<file path="config.mk">
export PLATFORM = sky130hd
export DESIGN_NAME = cpu_stage_sequencer
export DESIGN_NICKNAME = d
export VERILOG_FILES = /design/src/rtl/cpu_stage_sequencer.sv
export SDC_FILE = /design/constraint.sdc
export NUM_CORES = 1
export LEC_CHECK = 0
export CAP_MARGIN = 20
export CELL_PAD_IN_SITES_DETAIL_PLACEMENT = 1
export CELL_PAD_IN_SITES_GLOBAL_PLACEMENT = 1
export CORE_MARGIN = 2
export CORE_UTILIZATION = 38
export CTS_CLUSTER_SIZE = 8
export DETAILED_ROUTE_END_ITERATION = 10
export GPL_ROUTABILITY_DRIVEN = 0
export GPL_TIMING_DRIVEN = 0
export HOLD_SLACK_MARGIN = 0.08
export PLACE_DENSITY = 0.88
export SLEW_MARGIN = 20
export SYNTH_ARGS = -nofsm -noshare
export SYNTH_HDL_FRONTEND = slang
export SYNTH_SLANG_ARGS = --single-unit
</file>
<file path="constraint.sdc">
create_clock -name clk -period 2.56 [get_ports clk]
set_clock_uncertainty 0.05 [all_clocks]
set_input_delay 0.512 -clock clk [delete_from_list [all_inputs] [get_ports clk]]
set_output_delay 0.512 -clock clk [all_outputs]
set_load 0.02 [all_outputs]
</file>
<file path="src/rtl/cpu_stage_sequencer.sv">
// cpu_stage_sequencer: multi-cycle fetch/decode/execute/memory/writeback control sequencer
module cpu_stage_sequencer #(
   parameter int MEM_TIMEOUT = 15,
   parameter int CNT_W = 16
) (
   input  logic             clk,
   input  logic             nreset,
   input  logic             halt_req,
   input  logic             imem_ready,
   input  logic             dmem_ready,
   input  logic             cond_pass,
   input  logic             dec_is_branch,
   input  logic             dec_is_mem,
   input  logic             dec_is_load,
   input  logic             dec_writes_rd,
   input  logic             dec_set_flags,
   output logic             fetch_en,
   output logic             decode_en,
   output logic             exec_en,
   output logic             mem_en,
   output logic             mem_read_not_write,
   output logic             wb_en,
   output logic             rf_write_en,
   output logic             cpsr_write_en,
   output logic             pc_inc,
   output logic             pc_branch,
   output logic [2:0]       state,
   output logic             fault,
   output logic [CNT_W-1:0] cycle_count,
   output logic [CNT_W-1:0] retire_count
);
   typedef enum logic [2:0] {
      IDLE = 3'd0, FETCH = 3'd1, DECODE = 3'd2, EXECUTE = 3'd3,
      MEMORY = 3'd4, WRITEBACK = 3'd5, FAULT = 3'd7
   } stateT;
   stateT curState, nextState;
   logic isBranch, isMem, isLoad, writesRd, setFlags, skip, inWb;
   logic [7:0] waitCnt;
   always_ff @(posedge clk or negedge nreset)
      if (!nreset) begin
         curState <= IDLE;
         {isBranch, isMem, isLoad, writesRd, setFlags} <= '0;
         waitCnt <= '0;
         cycle_count <= '0;
         retire_count <= '0;
      end else begin
         curState <= nextState;
         if (curState == DECODE)
            {isBranch, isMem, isLoad, writesRd, setFlags} <= {dec_is_branch, dec_is_mem, dec_is_load, dec_writes_rd, dec_set_flags};
         waitCnt <= (curState == MEMORY && !dmem_ready) ? waitCnt + 8'd1 : '0;
         if (curState != IDLE && curState != FAULT) cycle_count <= cycle_count + CNT_W'(1);
         if (skip || inWb) retire_count <= retire_count + CNT_W'(1);
      end
   always_comb begin
      nextState = curState;
      skip = curState == EXECUTE && !cond_pass;
      inWb = curState == WRITEBACK;
      case (curState)
         IDLE:      nextState = halt_req ? IDLE : FETCH;
         FETCH:     nextState = imem_ready ? DECODE : FETCH;
         DECODE:    nextState = EXECUTE;
         EXECUTE:   nextState = !cond_pass ? (halt_req ? IDLE : FETCH) : isMem ? MEMORY : WRITEBACK;
         MEMORY:    nextState = dmem_ready ? WRITEBACK : (int'(waitCnt) + 1 >= MEM_TIMEOUT) ? FAULT : MEMORY;
         WRITEBACK: nextState = halt_req ? IDLE : FETCH;
         default:   nextState = FAULT;
      endcase
   end
   assign fetch_en = curState == FETCH;
   assign decode_en = curState == DECODE;
   assign exec_en = curState == EXECUTE;
   assign mem_en = curState == MEMORY;
   assign mem_read_not_write = mem_en && isLoad;
   assign wb_en = inWb;
   // a store never writes the register file; memory ops never touch the flags
   assign rf_write_en = inWb && writesRd && !(isMem && !isLoad);
   assign cpsr_write_en = inWb && setFlags && !isMem;
   assign pc_branch = inWb && isBranch;
   assign pc_inc = skip || (inWb && !isBranch);
   assign state = curState;
   assign fault = curState == FAULT;
endmodule

</file>
* Word-level counts from Yosys, hierarchy flattened
Index checks and enable logic that the tools add are counted.
Word-level totals: register bits 48, output and inout bits 46, bits of input ports 11
Cells by class: muxes and demuxes 8, equality and inequality tests 7, add/subtract/negate cells 4, $lt $le $gt $ge 1, reduce and logical (&&, ||, !) cells 22
Operators by type and width (number):
- adder 16 x 1 -> 16 bit, second input constant | 2
- case mux 3 bit (5 select lines) | 1
- logical AND 1 bit | 11
- adder 8 x 1 -> 9 bit, second input constant | 1
- == test 3 bit, second input constant | 3
- greater-or-equal comparator 9 x 4 -> 1 bit, second input constant | 1
- adder 8 x 1 -> 8 bit, second input constant | 1
- two-way mux 8 bit | 1
- == test 3 x 2 -> 1 bit, second input constant | 2
- logical NOT 1 bit | 6
- two-way mux 2 bit | 3
- == test 3 x 1 -> 1 bit, second input constant | 1
- logical NOT 3 bit | 1
- two-way mux 3 bit | 1
- != test 3 bit, second input constant | 1
- nonzero test 3 bit | 1
- logical OR 1 bit | 2
- two-way mux 1 bit | 2
- OR reduction 2 bit | 1

* Longest topological paths before layout
Gate-level depths: netlist (run 1).
depth after elaboration 5, gate-level depth with buffers 7, mapped depth without buffers 7

* Least setup slack after synthesis (run 1)
OpenSTA, ideal clock, no wires.
path type flip-flop to output port, start register curState[2] (netlist: state[2]), end output mem_read_not_write, arrival time 1.820 ns, required time 1.998 ns, stages on the path, launching flop included 4, path slack 0.178 ns, cells stage by stage dfrtp_1 > clkbuf_1 > nor3b_1 > and2_1
Between the ends: longest elaborated chain between the ends 2
Ends and longest elaborated chain:
- start, declared | RTL line 36 | stateT curState, nextState;
- start signal, assigned | RTL line 47 | curState <= nextState;
- == test 3 bit | RTL line 71 | assign mem_en = curState == MEMORY;
- net mem_en | RTL line 20 | output logic mem_en,
- logical AND 1 bit | RTL line 72 | assign mem_read_not_write = mem_en && isLoad;
- end, declared | RTL line 21 | output logic mem_read_not_write,
The timed path passes the listed nets, and every way through them passes these cells.

* Final worst setup path (run 1)
start register curState[1] (netlist: state[1]), end output rf_write_en
Between the ends: longest elaborated chain between the ends 3
Ends and longest elaborated chain:
- == test 3 bit | RTL line 57 | inWb = curState == WRITEBACK;
- logical AND 1 bit (2 in series) | RTL line 75 | assign rf_write_en = inWb && writesRd && !(isMem && !isLoad);
- end, declared | RTL line 23 | output logic rf_write_en,
No other way between the ends.

==> results of run 1 <==
[cells by family (layout without fill, tap and decap cells)]
group / count (synthesis) / after routing / share of synthesized area [%]
multiplexers: 5 / 5 / 2.58
adder cells (fa/ha/maj): 4 / 4 / 2.15
flip-flops: 48 / 48 / 51.6
buffers and inverters: 13 / 82 / 2.42
XOR/XNOR: 37 / 37 / 13.9
AND/OR/NAND/NOR: 93 / 93 / 21.0
AO/OA/AOI/OAI: 22 / 22 / 6.39
[cell usage in the layout, fill, tap and decap left out, drive strengths merged, types with 2 or more instances in the layout]
master / synthesis / routed
a211o: 2 / 2
a211oi: 2 / 2
a21oi: 6 / 6
and2: 3 / 3
and3: 8 / 8
and4: 6 / 6
buf: 1 / 10
bufinv: 0 / 3
clkbuf: 6 / 9
clkdlybuf4s50: 0 / 51
dfrtp: 48 / 48
dlygate4sd2: 0 / 2
ha: 4 / 4
inv: 6 / 6
mux2: 5 / 5
nand2: 25 / 25
nand2b: 3 / 3
nand3: 15 / 15
nand4: 4 / 4
nor2: 16 / 16
nor3: 3 / 3
nor3b: 4 / 4
o21ai: 7 / 7
xnor2: 27 / 27
xor2: 10 / 10
[power breakdown]
| group | internal, W | total, W | switching, W |
|---|---|---|---|
| sequential | 0.000929 | 0.00112 | 0.000194 |
| clock | 0.000488 | 0.000742 | 0.000254 |
| combinational | 0.000596 | 0.00129 | 0.000691 |
| total | 0.00201 | 0.00315 | 0.00114 |
[path summary, 6_finish.rpt]
kind,startpoint,endpoint,slack [ns]
worst max-delay path,state[1],rf_write_en,0.10
worst min-delay path,nreset,cycle_count[12],0.11
worst max register to register,waitCnt[0],state[0],0.17
worst min register to register,retire_count[15],retire_count[15],0.42
max in group asynchronous,nreset,state[2],1.81
min in group clk,retire_count[15],retire_count[15],0.42
[metal layers]
layer	global-route usage [%]	share of wire (%)	vias to the layer above
met5	0	0	-
met4	3.00	0.72	0
met3	3.80	4.4	5
met2	32.3	52	48
met1	22.4	43	935
li1	-	-	896
[area by class of cell]
class,instances,area share (%)
sequential,48,37.4
multi-input combinational,161,34.1
timing repair buffer,61,18.7
tap,75,2.92
clock inverter,3,2.80
clock buffer,5,2.14
buffer,7,1.25
inverter,6,0.701
[worst reg2reg max path: stages, from the launching register on]
cell and delay [ns]:
dfrtp_1 0.47, ha_1 0.32, and4_1 0.27, nand2_1 0.11, mux2_4 0.32, or4_1 0.43, a211o_1 0.32
[cells in the mapped netlist (all sizes together), types with 3 or more instances]
library cell   n
dfrtp         48
xnor2         27
nand2         25
nor2          16
nand3         15
xor2          10
and3           8
o21ai          7
a21oi          6
and4           6
clkbuf         6
inv            6
mux2           5
ha             4
nand4          4
nor3b          4
and2           3
nand2b         3
nor3           3
[state kept, by name, summed over array words and instances, names as in the netlist]
signal and count:
state 3, retire_count 16, isLoad 1, cycle_count 16, setFlags 1, waitCnt 8, isBranch 1, writesRd 1
isMem 1
[through the flow]
stage                     total power, W  cell area, sq um  setup WS, ns
after floorplan                  0.00180              2330         0.178
after global placement           0.00229              2980        -0.442
after detailed placement         0.00234              3000        -0.290
after CTS                        0.00316              3210        0.0147
after global routing             0.00334              3210       0.00721
final                            0.00315              3210         0.101
[repair_timing]
action,in CTS,in global routing
endpoints found under the hold margin,0,0
buffers inserted,4,0
cloned,0,0
hold buffers,0,0
gates resized for setup,12,7
endpoints found under the setup margin,7,5
pin swaps,2,0
==> impl_metrics.py, run 1 <==
metrics = {
    "run_status": {
        "status": "complete, no violations",
    },
    "floorplan": {
        "initial_core_util_pct": 39.3,
        "ios": 57,
        "die_area_sq_um": 6770,
        "num_rows": 28,
        "fp.dieW_um": 82.3,
        "core_sq_um": 5920,
        "fp.dieH_um": 82.3,
    },
    "clocking": {
        "clk_path_buf_depth": 2,
        "clk_pin_slew_ns": 0.09,
        "insertion_delay_ns": 0.30,
        "h-tree-depth": 2,
        "cts_tree": "yes",
        "clock-sinks": 48,
        "clk_root_buffer_cell": "clkbuf_8",
        "cts_buffers": 5,
    },
    "cells_and_area": {
        "diodes": 0,
        "stdcell_count": 366,
        "fillers": 649,
        "multi_input_area_sq_um": 1090,
        "drive_above_1_share_pct": 9.97,
        "nets": 305,
        "syn2layout_area_growth_pct": 37.9,
        "layout.area.seq_sq_um": 1200,
        "final_core_util_pct": 54.3,
    },
    "critical_path": {
        "critPathSlowestCell": "clkdlybuf4s50_1",
        "r2r_cells": 6,
        "crit_arrival_ns": 1.90,
        "worst_ep_required_time_ns": 2.00,
        "cp_max_fo": 10,
        "start_kind": "flip-flop",
        "path_class": "reg2out",
        "crit_path_end_kind": "output pin",
        "slowest_delay_ns": 0.60,
        "cp_num_cells": 5,
        "worstPathBufferInverterCount": 2,
        "crit_chain": "buf_2 > nor2_2 > nand2_1 > nor2_1 > clkdlybuf4s50_1",
        "cp_top_family": "buffers and inverters",
    },
    "power_and_ir_drop": {
        "power_density_nw_per_um2": 981,
        "p_leak_nw": 1.41,
        "ir_drop_mv": 0.484,
    },
    "grt": {
        "grt_pass1_wl_mm": 9.26,
        "grt_pass1_vias": 1915,
        "gr-total-overflow": 0,
        "grtUsageTotal_pct": 17.9,
        "antenna_found_initial": 0,
        "grt_max_degree": 29,
    },
    "yosys": {
        "yosys.area.top_type_share_pct": 51.6,
        "syn-num-nets": 237,
        "yosys.area.top_type": "dfrtp_1",
        "ys_types": 39,
        "yosysWarningCount": 0,
        "yosys-top-cells-area": "dfrtp_1 52%, xnor2_1 10%, nand2_1 4.0%, xor2_1 3.8%, nand3_1 3.2%",
        "synth-main-ff-cell": "dfrtp_1",
        "syn_area_sq_um": 2330,
        "synthCells": 222,
        "async_flop_share_pct": 100,
        "synth-edff-count": 0,
        "yosys_register_bits": 48,
        "syn_area_per_cell_sq_um": 10.5,
        "yosysSeqAreaShare_pct": 51.6,
    },
    "timing": {
        "maxSlewViolCount": 0,
        "fin_hold_ws_ns": 0.115,
        "fin_crit_sh_pct": 96.1,
        "setup_viol": 0,
        "fin_setup_tns_ns": 0,
        "max_freq_ghz": 0.407,
        "slew_headroom_pct": 67.5,
        "post-route-min-period_ns": 2.46,
        "finalHoldViolations": 0,
        "rsz0062_at_grt": "no",
        "tightest_slew_ns": 0.488,
    },
    "routing": {
        "drc_errors": 0,
        "antenna_left": 0,
        "vias_per_cell": 5.15,
        "drtIter0Drc": 40,
        "drt-pass1-iter-count": 4,
        "wl_per_cell_um": 15.2,
        "vias": 1884,
        "totalWireLength_mm": 5.56,
    },
    "min_path": {
        "hp-class": "in2async",
    },
    "job": {
        "maxCapViolations": 0,
    },
    "place": {
        "hpwl_mm": 4.00,
        "io_buffers": 56,
        "numPlacedInstances": 354,
    },
}
Note: power is estimated with default switching activity, not from simulation.
==> inputs of run 2 (changes only) <==
--- a/config.mk
+++ b/config.mk
@@ -10,6 +10,7 @@
 export CELL_PAD_IN_SITES_GLOBAL_PLACEMENT = 1
 export CORE_MARGIN = 2
 export CORE_UTILIZATION = 38
+export CTS_CLUSTER_DIAMETER = 60
 export CTS_CLUSTER_SIZE = 8
 export DETAILED_ROUTE_END_ITERATION = 10
 export GPL_ROUTABILITY_DRIVEN = 0
==> results of run 2 <==
The final DEF is identical to that of run 1; final timing and power are the same.
==> inputs of run 3 (changes only) <==
--- a/config.mk
+++ b/config.mk
@@ -9,14 +9,13 @@
 export CELL_PAD_IN_SITES_DETAIL_PLACEMENT = 1
 export CELL_PAD_IN_SITES_GLOBAL_PLACEMENT = 1
 export CORE_MARGIN = 2
-export CORE_UTILIZATION = 38
+export CORE_UTILIZATION = 41
 export CTS_CLUSTER_DIAMETER = 60
-export CTS_CLUSTER_SIZE = 8
 export DETAILED_ROUTE_END_ITERATION = 10
 export GPL_ROUTABILITY_DRIVEN = 0
 export GPL_TIMING_DRIVEN = 0
 export HOLD_SLACK_MARGIN = 0.08
-export PLACE_DENSITY = 0.88
+export PLACE_DENSITY = 0.93
 export SLEW_MARGIN = 20
 export SYNTH_ARGS = -nofsm -noshare
 export SYNTH_HDL_FRONTEND = slang
==> constraint.sdc (replaced) <==
create_clock -name clk -period 3.1 [get_ports clk]
set_clock_uncertainty 0.05 [all_clocks]
set_input_delay 0.62 -clock clk [delete_from_list [all_inputs] [get_ports clk]]
set_output_delay 0.62 -clock clk [all_outputs]
set_load 0.02 [all_outputs]
==> impl_metrics.py, run 3 (synthesized netlist as in run 1, its figures left out) <==
metrics = {
    "clocking": {
        "postCtsSetupBuffers": 0,
        "clk_root_buffer_cell": "clkbuf_8",
        "clock-sinks": 48,
        "clk_pin_slew_ns": 0.09,
        "cts_buffers": 5,
        "insertion_delay_ns": 0.32,
        "h-tree-depth": 2,
        "cts_tree": "yes",
        "clk_path_buf_depth": 2,
    },
    "routing": {
        "totalWireLength_mm": 5.49,
        "drtIter0Drc": 73,
        "vias": 1875,
        "vias_per_cell": 5.22,
        "drt-pass1-iter-count": 4,
        "wl_per_cell_um": 15.3,
        "drc_errors": 0,
        "antenna_left": 0,
    },
    "timing": {
        "fin_setup_tns_ns": 0,
        "post-route-min-period_ns": 3.06,
        "rsz0062_at_grt": "yes",
        "setup_viol": 0,
        "fin_ws_ns": 0.0407,
        "max_freq_ghz": 0.327,
        "tightest_slew_ns": 0.522,
        "fin_crit_sh_pct": 98.7,
        "maxSlewViolCount": 0,
        "slew_headroom_pct": 65.1,
        "finalHoldViolations": 0,
        "fin_hold_ws_ns": 0.181,
    },
    "grt": {
        "antenna_found_initial": 0,
        "gr-total-overflow": 0,
        "grt_pass1_wl_mm": 9.29,
        "grt_pass1_vias": 1921,
        "grtUsageTotal_pct": 19.2,
        "grt_max_degree": 33,
    },
    "job": {
        "maxCapViolations": 0,
    },
    "critical_path": {
        "worst_ep_required_time_ns": 2.43,
        "start_kind": "flip-flop",
        "crit_path_end_kind": "output pin",
        "path_class": "reg2out",
        "crit_arrival_ns": 2.39,
        "cp_max_fo": 10,
        "r2r_cells": 6,
    },
    "power_and_ir_drop": {
        "power_density_nw_per_um2": 774,
        "ir_drop_mv": 0.417,
        "p_total_w": 0.00241,
        "p_leak_nw": 1.34,
    },
    "floorplan": {
        "ios": 57,
        "die_area_sq_um": 6300,
        "fp.dieH_um": 79.4,
        "core_sq_um": 5510,
        "fp.dieW_um": 79.4,
        "initial_core_util_pct": 42.3,
        "num_rows": 27,
    },
    "cells_and_area": {
        "diodes": 0,
        "nets": 301,
        "drive_above_1_share_pct": 5.92,
        "final_common_cell": "clkdlybuf4s50_1",
        "syn2layout_area_growth_pct": 33.6,
        "mostFrequentLayoutCells": "54 x clkdlybuf4s50_1, 48 x dfrtp_1, 27 x xnor2_1",
        "top_regs": "cycle_count: 16 flops, retire_count: 16 flops, waitCnt: 8 flops",
        "stdcell_count": 359,
    },
    "place": {
        "numPlacedInstances": 351,
        "place_ws_ns": 0.0492,
        "hpwl_mm": 4.11,
        "io_buffers": 56,
    },
    "run_status": {
        "status": "complete, no violations",
    },
    "min_path": {
        "hp-class": "in2async",
    },
}
run 3: metrics by stage:
stage | util [%] | instance area (sq um)
finish | 56.5 | 3110
global route | 56.5 | 3110
CTS | 56.5 | 3110
detailed placement | 54.4 | 3000
global placement | 54.1 | 2980
floorplan | - | 2330
run 3: path summary, 6_finish.rpt:
kind | slack, ns | startpoint | end
max | 0.04 | state[2] | mem_read_not_write
min | 0.18 | nreset | cycle_count[8]
min in group clk | 0.42 | cycle_count[15] | cycle_count[15]
max reg2reg | 0.75 | waitCnt[0] | state[0]
min reg2reg | 0.42 | cycle_count[15] | cycle_count[15]
max in group asynchronous | 2.32 | nreset | retire_count[6]
run 3: power by group:
| part | total [W] | internal, W | switching [W] |
|---|---|---|---|
| sequential | 0.000934 | 0.000766 | 0.000168 |
| clock | 0.000473 | 0.000243 | 0.000229 |
| combinational | 0.00100 | 0.000456 | 0.000547 |
run 3: repair_timing:
action	in CTS	in global routing
resized for setup	0	1
hold buffers	0	0
setup endpoints to repair	0	4
run 3: critical path: stages (launching register included):
cell	delay, ns
dfrtp_1	0.42
clkbuf_1	0.36
nor3b_1	0.51
and2_1	0.20
clkdlybuf4s50_1	0.59
run 3: final cells by class:
class | instances | area (sq um)
Tap cell | 72 | 90.1
Clock buffer | 5 | 68.8
Multi-Input combinational cell | 161 | 1070
Timing Repair Buffer | 57 | 578
Clock inverter | 3 | 46.3
Fill cell | 623 | 2390
Sequential cell | 48 | 1200
Buffer | 7 | 33.8
Inverter | 6 | 22.5
run 3: routing by layer:
metal	GRT usage [%]	part of all wire, %	vias up
li1	-	-	895
met1	23.8	43	930
met2	33.3	52	41
met3	4.41	3.8	9
met4	6.21	1.7	0
met5	0	0	-
==> variant 1 (flow settings as in run 1) <==
Set the parameter `CNT_W` to 18 (it was 16).
--- a/src/rtl/cpu_stage_sequencer.sv
+++ b/src/rtl/cpu_stage_sequencer.sv
@@ -1,7 +1,7 @@
 // cpu_stage_sequencer: multi-cycle fetch/decode/execute/memory/writeback control sequencer
 module cpu_stage_sequencer #(
    parameter int MEM_TIMEOUT = 15,
-   parameter int CNT_W = 16
+   parameter int CNT_W = 18
 ) (
    input  logic             clk,
    input  logic             nreset,
Ports: changed (resized cycle_count and retire_count); port bits go from 57 to 61. No check against the original RTL was run, so the function may have changed too.
==> variant 1 against run 1 <==
- power shrank 5.3%
- final area up 6.3%
- clock power fell by 24%
- area after synthesis increased by 11%
- sequential cell count increased by 4
- worst setup slack improved by 0.0086 ns
- maximum frequency grew 0.35%
- wire length increased by 6.8%
- critical path type unchanged
- largest power group unchanged
- highest routed layer unchanged
==> variant 1: results (changes against run 1) <==
LEAKAGE=0.001526 µW (+8.4%); layout cell share with drive strength beyond 1=11.08% (+1.1 points); met2 usage=29.23% (-3.0 points); worst hold slack=0.1770 ns (+0.06241 ns); gr usage total=16.79% (-1.2 points); status=finished clean; nets=330 (+8.2%); via density per instance=5.225 (+1.5%); Initial DRC Count=83 (+110%); Slew @ Worst Pin=0.6536 ns (+0.1658 ns); Detail Placement HPWL=4393 µm (+9.8%); synthesis warning total=0 (unchanged); synth top area cells=dfrtp_1, xnor2_1, xor2_1; pre-CTS WS=-0.1463 ns (+0.1442 ns); Worst Reg-to-Reg Cells=7 (+1); pin count of the biggest net entering global routing=53 (+83%); # fillers=733 (+13%); IO Port Bufs=60 (+7.1%); Max VDD drop=0.4417 mV (-8.7%); Post-synth top cells=dfrtp_1, xnor2_1, xor2_1; met3 GRT Util=2.952% (-0.85 points); final wirelength=5934 µm (+6.8%); met1 Resource Use GR=20.98% (-1.4 points); register area share after synthesis=50.46% (-1.1 points); first-pass GRT wire length=10120 µm (+9.3%); reg2reg setup slack=0.71 ns (+0.54 ns); largest registers=cycle_count x18, retire_count x18, waitCnt x8; synthesized net count=261 (+10%); Starting Density=38.60% (-0.75 points); via count of the first global-routing pass=2203 (+15%); r2r endpoint=retire_count[16]$_DFFE_PN0P_; Reg-to-Reg Start=state[2]$_DFF_PN0_
-- variant 1: cell types whose count changed in the layout (fill, tap and decap cells not counted), sizes merged, moves of 4 or more --
| cell | run 1 | this run |
|---|---|---|
| and3 | 8 | 13 |
| buf | 10 | 5 |
| xor2 | 10 | 18 |
| and4 | 6 | 1 |
| or3 | 1 | 5 |
| nand2 | 25 | 16 |
| nor3 | 3 | 7 |
| nor2 | 16 | 20 |
| xnor2 | 27 | 23 |
| inv | 6 | 11 |
| dfrtp | 48 | 52 |
-- variant 1: cell type report --
type	instances	area (µm²)	share of cell area [%]
Multi-Input combinational cell	177	1216	35.59
Buffer	6	35.03	1.025
Sequential cell	52	1304	38.15
Clock buffer	5	68.82	2.014
Inverter	11	41.29	1.208
Tap cell	80	100.1	2.929
Clock inverter	3	42.54	1.245
Timing Repair Buffer	62	609.3	17.83
-- variant 1: layer usage --
metal | routed length [µm] | part of all wire [%]
met5 | 0 | 0
met4 | 104 | 1.8
met3 | 165 | 2.8
met2 | 3033 | 51
met1 | 2630 | 44
-- variant 1: worst max path at each step --
stage	end	slack, ns	start
6_report	mem_read_not_write	0.11	state[0]$_DFF_PN0_
5_1_grt	cpsr_write_en	0.05	state[0]$_DFF_PN0_
4_1_cts	fetch_en	0.06	state[0]$_DFF_PN0_
3_5_place_dp	pc_inc	-0.15	cond_pass
3_3_place_gp	setFlags$_DFFE_PN0P_	-0.65	nreset
2_1_floorplan	cpsr_write_en	0.42	state[0]$_DFF_PN0_
-- variant 1: repair_timing --
item,CTS,global route
gates resized for setup,11,2
pin swaps,1,0
endpoints found under the setup margin,9,2
buffers inserted,2,0
-- variant 1: cells by family after synthesis --
family	Yosys count	share of synthesized area [%]
AOI/OAI and AO/OA	27	6.988
xor gates and xnor gates	41	13.93
adders and majority gates	4	1.941
buffers and inverters	17	2.814
DFF	52	50.46
muxes	5	2.183
and+or+nand+nor	100	21.69
-- variant 1: worst register-to-register path: cells and delay by family (launching register included) --
| kind | cells | cell delay (ns) |
|---|---|---|
| xor gates and xnor gates | 1 | 0.16 |
| and+or+nand+nor | 3 | 0.72 |
| buffers and inverters | 2 | 0.32 |
| DFF | 1 | 0.42 |
| AOI/OAI and AO/OA | 1 | 0.10 |
-- variant 1: per-stage QoR --
| stage | instance area, µm² | instances | utilization (%) |
|---|---|---|---|
| after floorplan | 2579 | 246 | - |
| after global placement | 3279 | 386 | 49.08 |
| after detailed placement | 3277 | 386 | 49.04 |
| after CTS | 3413 | 396 | 51.09 |
| after global routing | 3417 | 396 | 51.14 |
| final | 3417 | 396 | 51.14 |
-- variant 1: report_power, final --
group	switching [µW]	total, µW	internal, µW
logic	659	1240	585
registers	186	1170	987
clock network	276	566	290
==> variant 2 (settings of run 1) <==
Without the edit above. Register the output `fault`, without a reset; this adds one clock of latency there. The other outputs are not delayed to match.
--- a/src/rtl/cpu_stage_sequencer.sv
+++ b/src/rtl/cpu_stage_sequencer.sv
@@ -77,6 +77,8 @@
    assign pc_branch = inWb && isBranch;
    assign pc_inc = skip || (inWb && !isBranch);
    assign state = curState;
-   assign fault = curState == FAULT;
+   always_ff @(posedge clk) begin
+      fault <= curState == FAULT;
+   end
 endmodule
 
Behaviour: same outputs for any inputs over 10 cycles, from zero or initial values and one cycle with nreset low; that may be too few to reach the edited logic, so the function may still have changed.
==> variant 2 against run 1 <==
- area after synthesis grew 0.86%
- critical endpoint is now decode_en
- maximum frequency grew 0.11%
- worst setup slack gained 0.0027 ns
- sequential cell count grew 1
- power shrank 9.6%
- critical path depth shrank 2
- final cell count shrank 0.27%
- final area shrank 2.3%
- wire length grew 3.2%
==> variant 2: results (changes against run 1) <==
post-CTS resize count=10 (-2); met3 wire length=231 µm (-6.5%); pre-CTS WS=-0.2686 ns (+0.02193 ns); LEAKAGE=0.001424 µW (+1.2%); sequential cell area share=38.90% (+1.5 points); Final Cycle Share=95.96% (-0.11 points); via count of the first global-routing pass=2048 (+6.9%); buffers outside the clock class=66 (-2.9%); pin count of the biggest net entering global routing=31 (+6.9%); met3 GRT Util=3.913% (+0.11 points); Post-CTS Setup Bufs=2 (-2); layout cell share with drive strength beyond 1=8.276% (-1.7 points); register area share after synthesis=51.97% (+0.41 points); post-placement cell area=0.003019 mm² (+0.67%); met2 usage=33.39% (+1.1 points); DR WL met2=2949 µm (+2.7%); Comb. pwr=1250 µW (-3%); synthesized flop and latch total=49 (+2.1%); via density per instance=5.178 (+0.59%); Layout area overhead=33.60%; Clock group=452 µW (-39%); synth top area cells=dfrtp_1, xnor2_1, nand2_1; Detail Placement HPWL=4246 µm (+6.2%); worst hold slack=0.1103 ns (-0.004226 ns); Clock power frac=15.9% (-7.6 points); Max VDD drop=0.4097 mV (-15%); Signal buf overhead=20.13% (+0.19 points); Netlist cell types=40 (+2.6%); synthesized net count=238 (+0.42%); Synth Area in XOR/XNOR=13.79% (-0.12 points); Clock-cell share=2.750% (-2.2 points); # fillers=665 (+2.5%); met1 Resource Use GR=22.27% (-0.11 points); mux share of post-synthesis cell area=2.556% (-0.022 points); nets=304 (-0.33%); met1 WL=2514 µm (+4.9%); Final Cell Area=0.003139 mm² (-2.3%); placed cells=355 (+0.28%); final wirelength=5733 µm (+3.2%); gr usage total=18.29% (+0.34 points); status=finished clean
[variant 2: changes by cell type in the layout (fill, tap and decap cells not counted), sizes merged]
cell | before | now
buf | 10 | 5
clkdlybuf4s50 | 51 | 47
bufinv | 3 | 0
clkbuf | 9 | 12
dlymetal6s2s | 1 | 4
clkinv | 0 | 2
clkinvlp | 0 | 1
dfxtp | 0 | 1
dlygate4sd2 | 2 | 3
[variant 2: path summary, 6_finish.rpt]
kind	start	end	cells past startpoint
hold reg to reg	cycle_count[15]$_DFFE_PN0P_	cycle_count[15]$_DFFE_PN0P_	1
min in group clk	cycle_count[15]$_DFFE_PN0P_	cycle_count[15]$_DFFE_PN0P_	1
setup reg to reg	waitCnt[0]$_DFF_PN0_	state[0]$_DFF_PN0_	6
max in group asynchronous	nreset	retire_count[15]$_DFFE_PN0P_	2
hold / removal	nreset	cycle_count[9]$_DFFE_PN0P_	1
setup / recovery	state[1]$_DFF_PN0_	decode_en	3
